<file path="config.mk">
export PLATFORM = sky130hd
export DESIGN_NAME = dap_resp_framer_flat
export DESIGN_NICKNAME = d
export VERILOG_FILES = /design/src/rtl/dap_usb_pkg.sv /design/src/rtl/dap_resp_framer_if.sv /design/src/rtl/dap_resp_framer_stats.sv /design/src/rtl/dap_resp_framer.sv /design/src/flat_wrapper.sv
export SDC_FILE = /design/constraint.sdc
export NUM_CORES = 1
export LEC_CHECK = 0
export CAP_MARGIN = 10
export CORE_MARGIN = 1
export CORE_UTILIZATION = 52
export DETAILED_ROUTE_END_ITERATION = 16
export HOLD_SLACK_MARGIN = 0.03
export MAX_ROUTING_LAYER = met4
export PLACE_DENSITY = 0.8
export SLEW_MARGIN = 20
export SYNTH_ARGS = -nofsm -noshare
export SYNTH_HDL_FRONTEND = slang
export SYNTH_SLANG_ARGS = --single-unit
export TNS_END_PERCENT = 100
</file>
<file path="constraint.sdc">
create_clock -name clk -period 2.9 [get_ports clk]
set_input_delay 0.435 -clock clk [delete_from_list [all_inputs] [get_ports clk]]
set_output_delay 0.435 -clock clk [all_outputs]
set_load 0.02 [all_outputs]
</file>
<file path="src/rtl/dap_usb_pkg.sv">
// Shared types and limits for the DAP USB IN response path.
package dap_usb_pkg;
  localparam int DAP_MAX_PKT_LEN_HS = 512;
  localparam int DAP_MAX_PKT_LEN_FS = 64;

  typedef logic [9:0] dap_len_t;

  typedef enum logic [1:0] {
    STREAM = 2'd0,
    GFIN   = 2'd1,
    PFIN   = 2'd2
  } framer_state_e;
endpackage

</file>
<file path="src/rtl/dap_resp_framer_if.sv">
// Byte-stream and packer-RAM signals of the DAP response framer.
// Handshake: a byte transfers on a clock edge where s_valid & s_ready are both 1;
// s_ready may depend on almost_full combinationally, s_valid must not depend on s_ready.
interface dap_resp_framer_if;
  import dap_usb_pkg::*;

  logic [7:0] s_data;
  logic       s_valid;
  logic       s_ready;
  logic       s_group_last;
  logic       s_packet_last;
  dap_len_t   ram_write_addr;
  logic [7:0] ram_write_data;
  logic       ram_write_en;
  dap_len_t   packet_len;
  logic       group_finish;
  logic       packet_finish;
  logic       almost_full;
  logic       overflow;
  logic [1:0] dbg_state;

  modport slave (
    input  s_data, s_valid, s_group_last, s_packet_last, almost_full,
    output s_ready, ram_write_addr, ram_write_data, ram_write_en,
           packet_len, group_finish, packet_finish, overflow, dbg_state
  );

  modport master (
    output s_data, s_valid, s_group_last, s_packet_last, almost_full,
    input  s_ready, ram_write_addr, ram_write_data, ram_write_en,
           packet_len, group_finish, packet_finish, overflow, dbg_state
  );
endinterface

</file>
<file path="src/rtl/dap_resp_framer_stats.sv">
// Wrapping packet/byte counters fed by the framer's finish pulses.
module dap_resp_framer_stats
  import dap_usb_pkg::*;
(
  input  logic        clk,
  input  logic        rst,
  input  logic        group_finish,
  input  logic        packet_finish,
  input  dap_len_t    packet_len,
  output logic [15:0] stat_pkts,
  output logic [31:0] stat_bytes
);
  logic [15:0] pkts_q;
  logic [31:0] bytes_q;

  always_ff @(posedge clk) begin
    if (rst) begin
      pkts_q  <= '0;
      bytes_q <= '0;
    end else begin
      if (packet_finish) pkts_q  <= pkts_q + 16'd1;
      if (group_finish)  bytes_q <= bytes_q + 32'(packet_len);
    end
  end

  assign stat_pkts  = pkts_q;
  assign stat_bytes = bytes_q;
endmodule

</file>
<file path="src/rtl/dap_resp_framer.sv">
// Frames DAP response bytes into group-relative packer RAM writes with finish pulses.
// Optional DAP_FRAMER_STATS_EN adds stat_pkts/stat_bytes counters.
module dap_resp_framer
  import dap_usb_pkg::*;
#(
  parameter int MAX_PKT_LEN = DAP_MAX_PKT_LEN_HS
)(
  input  logic                clk,
  input  logic                rst,
  dap_resp_framer_if.slave    bus
`ifdef DAP_FRAMER_STATS_EN
  ,
  output logic [15:0]         stat_pkts,
  output logic [31:0]         stat_bytes
`endif
);
  localparam logic [1:0] ST_STREAM = STREAM;
  localparam logic [1:0] ST_GFIN   = GFIN;
  localparam logic [1:0] ST_PFIN   = PFIN;

  logic [1:0] state_q, state_d;
  dap_len_t   grp_cnt_q, grp_cnt_d;
  dap_len_t   pkt_cnt_q, pkt_cnt_d;
  logic       plast_q, plast_d;
  logic       ovf_q, ovf_d;
  logic       wr_en_q, wr_en_d;
  dap_len_t   wr_addr_q, wr_addr_d;
  logic [7:0] wr_data_q, wr_data_d;
  dap_len_t   len_q, len_d;
  logic       gfin_q, gfin_d;
  logic       pfin_q, pfin_d;

  logic s_ready;
  logic accept;
  logic in_limit;

  // almost_full only holds off the first byte of a packet
  assign s_ready  = (state_q == ST_STREAM) &&
                    !((pkt_cnt_q == '0) && (grp_cnt_q == '0) && bus.almost_full);
  assign accept   = bus.s_valid && s_ready;
  assign in_limit = ({1'b0, pkt_cnt_q} + {1'b0, grp_cnt_q}) < 11'(MAX_PKT_LEN);

  always_comb begin
    state_d   = state_q;
    grp_cnt_d = grp_cnt_q;
    pkt_cnt_d = pkt_cnt_q;
    plast_d   = plast_q;
    ovf_d     = ovf_q;
    wr_en_d   = 1'b0;
    wr_addr_d = '0;
    wr_data_d = '0;
    len_d     = '0;
    gfin_d    = 1'b0;
    pfin_d    = 1'b0;
    case (state_q)
      ST_STREAM: begin
        if (accept) begin
          if (in_limit) begin
            wr_en_d   = 1'b1;
            wr_addr_d = grp_cnt_q;
            wr_data_d = bus.s_data;
            grp_cnt_d = grp_cnt_q + 10'd1;
          end else begin
            ovf_d = 1'b1;
          end
          if (bus.s_group_last || bus.s_packet_last) begin
            gfin_d  = 1'b1;
            len_d   = grp_cnt_d;
            plast_d = bus.s_packet_last;
            state_d = ST_GFIN;
          end
        end
      end
      ST_GFIN: begin
        pkt_cnt_d = pkt_cnt_q + grp_cnt_q;
        grp_cnt_d = '0;
        if (plast_q) begin
          pfin_d  = 1'b1;
          plast_d = 1'b0;
          state_d = ST_PFIN;
        end else begin
          state_d = ST_STREAM;
        end
      end
      ST_PFIN: begin
        pkt_cnt_d = '0;
        state_d   = ST_STREAM;
      end
      default: state_d = ST_STREAM;
    endcase
  end

  always_ff @(posedge clk) begin
    if (rst) begin
      state_q   <= ST_STREAM;
      grp_cnt_q <= '0;
      pkt_cnt_q <= '0;
      plast_q   <= 1'b0;
      ovf_q     <= 1'b0;
      wr_en_q   <= 1'b0;
      wr_addr_q <= '0;
      wr_data_q <= '0;
      len_q     <= '0;
      gfin_q    <= 1'b0;
      pfin_q    <= 1'b0;
    end else begin
      state_q   <= state_d;
      grp_cnt_q <= grp_cnt_d;
      pkt_cnt_q <= pkt_cnt_d;
      plast_q   <= plast_d;
      ovf_q     <= ovf_d;
      wr_en_q   <= wr_en_d;
      wr_addr_q <= wr_addr_d;
      wr_data_q <= wr_data_d;
      len_q     <= len_d;
      gfin_q    <= gfin_d;
      pfin_q    <= pfin_d;
    end
  end

  assign bus.s_ready        = s_ready;
  assign bus.ram_write_en   = wr_en_q;
  assign bus.ram_write_addr = wr_addr_q;
  assign bus.ram_write_data = wr_data_q;
  assign bus.packet_len     = len_q;
  assign bus.group_finish   = gfin_q;
  assign bus.packet_finish  = pfin_q;
  assign bus.overflow       = ovf_q;
  assign bus.dbg_state      = state_q;

`ifdef DAP_FRAMER_STATS_EN
  dap_resp_framer_stats u_stats (
    .clk          (clk),
    .rst          (rst),
    .group_finish (gfin_q),
    .packet_finish(pfin_q),
    .packet_len   (len_q),
    .stat_pkts    (stat_pkts),
    .stat_bytes   (stat_bytes)
  );
`endif
endmodule
</file>
<file path="src/flat_wrapper.sv">
// flat-port wrapper written by rule: the top's interface ports become plain ports
module dap_resp_framer_flat import dap_usb_pkg::*;
#(
  parameter int MAX_PKT_LEN = DAP_MAX_PKT_LEN_HS
)
  (clk, rst, bus_s_data, bus_s_valid, bus_s_group_last, bus_s_packet_last, bus_almost_full, bus_s_ready, bus_ram_write_addr, bus_ram_write_data, bus_ram_write_en, bus_packet_len, bus_group_finish, bus_packet_finish, bus_overflow, bus_dbg_state);
  dap_resp_framer_if bus_i ();
  input  logic clk;
  input  logic rst;
  input wire logic [$bits(bus_i.s_data)-1:0] bus_s_data;
  input wire logic [$bits(bus_i.s_valid)-1:0] bus_s_valid;
  input wire logic [$bits(bus_i.s_group_last)-1:0] bus_s_group_last;
  input wire logic [$bits(bus_i.s_packet_last)-1:0] bus_s_packet_last;
  input wire logic [$bits(bus_i.almost_full)-1:0] bus_almost_full;
  output wire logic [$bits(bus_i.s_ready)-1:0] bus_s_ready;
  output wire logic [$bits(bus_i.ram_write_addr)-1:0] bus_ram_write_addr;
  output wire logic [$bits(bus_i.ram_write_data)-1:0] bus_ram_write_data;
  output wire logic [$bits(bus_i.ram_write_en)-1:0] bus_ram_write_en;
  output wire logic [$bits(bus_i.packet_len)-1:0] bus_packet_len;
  output wire logic [$bits(bus_i.group_finish)-1:0] bus_group_finish;
  output wire logic [$bits(bus_i.packet_finish)-1:0] bus_packet_finish;
  output wire logic [$bits(bus_i.overflow)-1:0] bus_overflow;
  output wire logic [$bits(bus_i.dbg_state)-1:0] bus_dbg_state;
  assign bus_i.s_data = bus_s_data;
  assign bus_i.s_valid = bus_s_valid;
  assign bus_i.s_group_last = bus_s_group_last;
  assign bus_i.s_packet_last = bus_s_packet_last;
  assign bus_i.almost_full = bus_almost_full;
  assign bus_s_ready = bus_i.s_ready;
  assign bus_ram_write_addr = bus_i.ram_write_addr;
  assign bus_ram_write_data = bus_i.ram_write_data;
  assign bus_ram_write_en = bus_i.ram_write_en;
  assign bus_packet_len = bus_i.packet_len;
  assign bus_group_finish = bus_i.group_finish;
  assign bus_packet_finish = bus_i.packet_finish;
  assign bus_overflow = bus_i.overflow;
  assign bus_dbg_state = bus_i.dbg_state;
  dap_resp_framer #(.MAX_PKT_LEN(MAX_PKT_LEN)) u_core (.clk(clk), .rst(rst), .bus(bus_i));
endmodule
</file>
After elaboration in Yosys (flattened, before gate mapping). Cells that the tools add are included.

Register bits after elaboration: 55. Output and inout port bits: 35.

Multiplexer cells: 14. Reduce and logical (&&, ||, !) cells: 19. Equal/unequal tests: 4. $lt $le $gt $ge: 1. Add/sub/neg operators: 3. Bitwise gates (word level): 5.

Operators by type and width (number): case mux 10 bit (2 select lines) (2); zero test 10 bit (2); two-way mux 10 bit (2); adder 10 x 10 -> 11 bit (1); less-than comparator 11 x 10 -> 1 bit (second input constant) (1); adder 10 x 1 -> 10 bit (second input constant) (1); adder 10 bit (1); OR reduction 4 bit (2); two-way mux 2 bit (3); AND reduction 3 bit (2); two-way mux 1 bit (5); inverter 1 bit (5); logical AND 1 bit (4); case mux 2 bit (2 select lines) (1); AND reduction 2 bit (2); nonzero test 2 bit (2); OR reduction 3 bit (1); equality test 2 x 1 -> 1 bit (second input constant) (1); equality test 2 bit (second input constant) (1); zero test 2 bit (1); inequality test 2 x 1 -> 1 bit (second input constant) (1); inequality test 2 bit (second input constant) (1); case mux 1 bit (2 select lines) (1); OR reduction 2 bit (1); other kinds (2) (2).

Depth between registers and ports, before layout.
Depth in word-level cells: 8. Gate-level depth with buffers: 11.

Worst setup path before layout. No wires, ideal clock.

Kind: reg2reg. Start point: reg u_core.grp_cnt_q[5]. End point: reg u_core.len_q[6], in the netlist u_core.bus.packet_len[6]. Cell stages (with the launch flop): 9. Clock period less this slack: 2.484 ns. Required time: 2.830 ns. Arrival: 2.414 ns. Buffers on the path: 1. Slack: 0.416 ns. Cell sequence: dfxtp_1 ha_1 nand3_2 o32a_1 o211a_1 o31a_1 buf_6 or4_1 a21oi_1.

Cells in the longest elaborated chain, start to end: 8.

Ends and longest elaborated chain: start: declaration (line dap_resp_framer.sv:22) `dap_len_t grp_cnt_q, grp_cnt_d;`; start signal: assignment (line dap_resp_framer.sv:108) `grp_cnt_q <= grp_cnt_d;`; branches (longest 8 deep; another with adder 10 x 10 -> 11 bit); end signal: assignment (line dap_resp_framer.sv:115) `len_q <= len_d;`; end: declaration (line dap_resp_framer.sv:29) `dap_len_t len_q, len_d;`.

Parallel ways; which one is timed is not known. A chain may end at the register's enable or synchronous reset.

Worst setup path after layout.
Start point: reg u_core.grp_cnt_q[1]. End point: out bus_s_ready.

Cells in the longest elaborated chain, start to end: 5.

Ends and longest elaborated chain: zero test 10 bit (line dap_resp_framer.sv:39) `!((pkt_cnt_q == '0) && (grp_cnt_q == '0) && bus.almost_full);`; logical AND 1 bit (2 in a row) (line dap_resp_framer.sv:39); zero test 1 bit (line dap_resp_framer.sv:39); logical AND 1 bit (line dap_resp_framer.sv:38) `assign s_ready = (state_q == ST_STREAM) &&`; end: declaration (line flat_wrapper.sv:15) `output wire logic [$bits(bus_i.s_ready)-1:0] bus_s_ready;`.

No other way between the ends.

==> results.py <==
metrics = {
    "global_route": {
        "grt_pass1_vias": 2260,
        "grtUsageTotal_pct": 26.8,
        "grt_max_degree": 24,
        "grt_pass1_wl_um": 10600,
        "overflow": 0,
        "antenna_found_initial": 0,
    },
    "drt": {
        "routed_wl_um": 6600,
        "wire_per_inst_um": 15.6,
        "route.detailed.drc": 0,
        "antenna_left": 0,
        "routed-via-count": 2496,
        "drtPass1Iterations": 4,
        "routed_via_density": 5.90,
        "drt_iter0_markers": 208,
    },
    "clocking": {
        "ctsLongestPathBuffers": 2,
        "worstSkewPairLatency_ns": 0.31,
        "cts_setup_buffers": 0,
        "cts_buffers": 5,
        "cts_max_level": 2,
        "cts_tree": "built",
        "ctsRootBufferMaster": "clkbuf_8",
        "clock-sinks": 55,
        "clk_pin_slew_ns": 0.09,
    },
    "timing": {
        "maxSlewViolCount": 0,
        "rsz0062_at_grt": "no",
        "skew_ns": 0.00912,
        "tightest_slew_ns": 0.726,
        "max_freq_mhz": 355,
        "hold_viol": 0,
        "period_minus_slack_ns": 2.82,
        "finalSetupViolCount": 0,
        "post-route-period-util_pct": 97.2,
        "slew_headroom_pct": 51.3,
        "tns_ns": 0,
    },
    "final_layout": {
        "drive_above_1_share_pct": 8.43,
        "area_delta_synth_final_pct": 28.2,
        "final_core_util_pct": 70.1,
        "nNetsFinal": 385,
        "num_antenna_cells": 0,
        "final_common_cell": "dfxtp_1",
        "design_area_mm2": 0.00335,
        "final_cells": 423,
        "mostFrequentLayoutCells": "dfxtp_1 (55), clkdlybuf4s50_1 (48), nand2_1 (23)",
    },
    "placed_design": {
        "port_buffers": 48,
        "dp.cells": 415,
        "dpl.hpwl_um": 4820,
        "place_congestion": 0.960,
        "placed_area_mm2": 0.00325,
    },
    "flow_run": {
        "maxCapViolCount": 0,
    },
    "die": {
        "die-area_mm2": 0.00532,
        "start_util_pct": 54.6,
        "io_pins": 49,
        "die_h_um": 72.9,
        "fp-row-count": 25,
        "dieWidth_um": 72.9,
        "coreArea_mm2": 0.00479,
    },
    "logic_synthesis": {
        "syn_avg_cell_area_um2": 8.86,
        "netlist_area_mm2": 0.00262,
        "seq_area_frac_synth_pct": 42.1,
        "synth_edf_count": 0,
        "synth_top_area_share_pct": 42.1,
        "synthArstFlopShare_pct": 0,
        "syn_nets": 325,
        "synth_cells": 295,
        "ys_types": 47,
        "synth-main-ff-cell": "dfxtp_1",
        "synth_area_leaders": "dfxtp_1 (42%), ha_1 (7.2%), and2_1 (4.1%)",
        "synth_seq_cells": 55,
        "yosys_warnings": 0,
        "synth_top_cell_by_area": "dfxtp_1",
    },
    "setup_path": {
        "r2r_end": "u_core.bus.packet_len[8]$_SDFF_PP0_",
        "worstSetupStartpointType": "flip-flop",
        "ff2ff_setup_slack_ns": 0.17,
        "path_class": "reg -> out",
        "worstPathArrival_ns": 2.38,
        "cp_max_fo": 6,
        "end_kind": "output port",
        "required_ns": 2.47,
        "r2r-start": "u_core.pkt_cnt_q[7]$_SDFFE_PP0P_",
        "ff2ff_path_depth": 8,
    },
    "worst_hold_path": {
        "worst_hold_startpoint": "u_core.bus.overflow$_SDFFE_PP0P_",
        "hold_class": "reg -> reg",
        "hold_path_depth": 2,
        "min_to": "u_core.bus.overflow$_SDFFE_PP0P_",
    },
    "status": {
        "outcome": "finished, final reports clean",
    },
    "power": {
        "p_per_area_mw_per_mm2": 424,
        "ir_drop_uv": 225,
        "leakagePower_nw": 1.33,
    },
}
[synthesized netlist by cell type (all sizes together), types with 3 or more instances]
| master | instances |
|---|---|
| nor2 | 18 |
| clkbuf | 9 |
| nor3 | 7 |
| or4 | 3 |
| nand3 | 15 |
| a21oi | 20 |
| or3 | 6 |
| inv | 15 |
| o311ai | 5 |
| o21ai | 10 |
| nor4 | 8 |
| ha | 15 |
| and3 | 5 |
| a21o | 7 |
| a32oi | 6 |
| a31oi | 7 |
| dfxtp | 55 |
| buf | 3 |
| xnor2 | 3 |
| and2 | 17 |
| o31ai | 5 |
| nand2 | 23 |
| a22oi | 3 |
| o2111ai | 3 |
[power breakdown]
| group | switching, W | internal (W) | leakage (nW) |
|---|---|---|---|
| clock network | 0.000253 | 0.000174 | 0.0418 |
| logic | 0.000118 | 0.0000915 | 0.839 |
| registers | 0.0000125 | 0.000773 | 0.445 |
[state kept, by name, indices dropped and copies added, names as in the netlist]
signal / cells
u_core.bus.ram_write_addr: 10
u_core.bus.dbg_state: 2
u_core.bus.packet_len: 10
u_core.bus.ram_write_data: 8
u_core.plast_q: 1
u_core.bus.packet_finish: 1
u_core.bus.group_finish: 1
u_core.bus.overflow: 1
u_core.bus.ram_write_en: 1
u_core.pkt_cnt_q: 10
u_core.grp_cnt_q: 10
[kinds of logic (layout without fill, tap and decap cells)]
logic type | Yosys count | in the layout | share of synthesized area [%]
AND/OR/NAND/NOR | 113 | 113 | 23.0
AO/OA/AOI/OAI | 78 | 78 | 20.6
flip-flops | 55 | 55 | 42.1
buffers and inverters | 27 | 88 | 4.26
adder cells (fa/ha/maj) | 16 | 16 | 7.94
XOR/XNOR | 5 | 5 | 1.67
multiplexers | 1 | 1 | 0.431
[stage by stage]
step | total power (W) | hold WS, ns | setup slack, ns
after CTS | 0.00143 | 0.496 | 0.0770
after detailed placement | 0.00101 | 0.474 | 0.107
after floorplan | 0.000913 | 0.456 | 0.416
final | 0.00142 | 0.482 | 0.0823
after global placement | 0.00100 | 0.463 | 0.273
after global routing | 0.00147 | 0.510 | 0.0269
[area by class of cell]
class                           count  area [µm²]
Clock buffer                        6        72.6
Tap cell                           67        83.8
Sequential cell                    55        1100
Clock inverter                      2        16.3
Timing Repair Buffer               65         608
Inverter                           15        56.3
Multi-Input combinational cell    213        1420
Fill cell                         387        1430
[what timing repair did]
action / in CTS / in global routing
resized for setup: 1 / 2
setup endpoints to repair: 1 / 21
hold buffers: 0 / 0
[layer usage]
layer | routed length (µm) | global-route usage [%]
met4 | 247 | 13.5
met5 | 0 | -
met2 | 2970 | 41.5
met1 | 2940 | 34.2
met3 | 443 | 3.87
[worst max path at each step]
stage                                                start                                   to  slack (ns)  depth (start not counted)
after floorplan           u_core.grp_cnt_q[5]$_SDFFE_PP0P_  u_core.bus.packet_len[6]$_SDFF_PP0_        0.42                          8
after CTS                 u_core.pkt_cnt_q[7]$_SDFFE_PP0P_  u_core.bus.packet_len[8]$_SDFF_PP0_        0.08                          8
final                     u_core.grp_cnt_q[1]$_SDFFE_PP0P_                          bus_s_ready        0.08                          6
after global routing      u_core.grp_cnt_q[1]$_SDFFE_PP0P_                          bus_s_ready        0.03                          6
after detailed placement  u_core.pkt_cnt_q[7]$_SDFFE_PP0P_  u_core.bus.packet_len[8]$_SDFF_PP0_        0.11                          8
after global placement    u_core.pkt_cnt_q[5]$_SDFFE_PP0P_  u_core.bus.packet_len[6]$_SDFF_PP0_        0.27                          8
[critical path, cell delays in order, from the launching register on]
cell and delay [ns]:
dfxtp_1 0.39, inv_1 0.18, ha_1 0.21, nor4b_2 0.30
nand3_1 0.21, o21a_1 0.25, clkdlybuf4s50_1 0.53
(Power assumes the default switching activity.)
==> edit (same flow settings) <==
Reset style: asynchronous (`rst`), changed in one clocked block.
--- a/src/rtl/dap_resp_framer.sv
+++ b/src/rtl/dap_resp_framer.sv
@@ -90,7 +90,7 @@
     endcase
   end
 
-  always_ff @(posedge clk) begin
+  always_ff @(posedge clk or posedge rst) begin
     if (rst) begin
       state_q   <= ST_STREAM;
       grp_cnt_q <= '0;
Check against the original RTL: differs if rst is asserted again (counterexample within 4 cycles, from zero or initial values and one cycle with rst high); with rst held inactive, the same outputs for 10 cycles.
==> edit against the original RTL <==
  * Sequential cell count is the same
  * Design area increased by 9.6%
  * Via count shrank 2.4%
  * Routed wire length is 1.1% higher
  * Worst setup slack gained 0.099 ns
  * Area after synthesis up 13%
Power is not compared: it rests on default switching activity, and its combinational part moved more than twofold at a synthesized area within 25%.
==> edit: results (changes against the original RTL) <==
* Status: complete, no violations
* Leading register cell type out of synthesis: dfrtp_1
* CP startpoint: u_core.grp_cnt_q[0]
* Top cells by area, synth: dfrtp_1, ha_1, o31ai_1
* DRT met1 WL at 2.91 mm (-0.95%)
* Gr usage total at 0.245 (-0.0226)
* Met3 usage at 0.0447 (+0.00603)
* Reg-to-Reg End: u_core.bus.overflow
* Layout cell share with drive strength beyond 1 at 0.0928 (+0.00848)
* Hold Crit Class: in2async
* Routed wire length at 6.67 mm (+1.1%)
* Layout Nets at 374 (-2.9%)
* Synth cell types at 50 (+6.4%)
* Post-Layout Cell Count at 417 (-1.4%)
* CP endpoint kind: flop
* Yosys top cell area share at 0.465 (+0.0439)
* Compound-Gate Fraction of Synth Area at 0.182 (-0.0236)
* Largest net degree at the start of global routing at 56 (+130%)
* Met2 Use GR at 0.375 (-0.0401)
* Adder-cell area share of the yosys netlist at 0.0702 (-0.00927)
* Detailed Place HPWL at 4.77 mm (-1.2%)
* Synthesized area per cell at 10.1 um^2 (+14%)
* Sequential element share of the synthesized area at 0.465 (+0.0439)
* Crit-path max FO at 12 (+6)
* Rel. slew slack at 0.541 (+0.0275)
* Crit path time final at 2.72 ns (-0.0989 ns)
* Synth top cells by count: dfrtp_1, inv_1
* Metal3 WL at 411 um (-7.2%)
* Vias in the first global route at 2,301 (+1.8%)
* Xor and xnor area share after synthesis at 0.0232 (+0.00650)
* Placed insts at 409 (-1.4%)
* R2r worst-path depth at 10 (+2)
* Fill cells at 446 (+15%)
* Vias at 2,437 (-2.4%)
* Crit-path leading delay family: simple AND/OR/NAND/NOR gates
==> edit: area by class of cell <==
| cell class | instances | area [um^2] | share of cell area |
|---|---|---|---|
| multi-input cells | 197 | 1410 | 0.384 |
| flip-flops and latches | 55 | 1380 | 0.374 |
| repair buffers | 63 | 618 | 0.168 |
| well taps | 72 | 90.1 | 0.0245 |
| clock buffers | 6 | 82.6 | 0.0225 |
| inverters | 22 | 82.6 | 0.0225 |
| clock inverters | 2 | 16.3 | 0.00442 |
==> edit: cell families after synthesis <==
kind of cell,Yosys count
buf+inv,41
fa+ha+maj,16
compound gates,75
simple gates,97
mux,2
xor+xnor,7
flops,55
==> edit: worst register-to-register path, cell delays in order, from the launching register on <==
cell and delay (ns):
dfrtp_1 0.51, ha_1 0.23, inv_1 0.06, fa_1 0.39, nor2b_1 0.21, o21ai_1 0.10, a31oi_1 0.23, buf_4 0.22
nor2_1 0.18, and3_1 0.24, o31ai_1 0.25
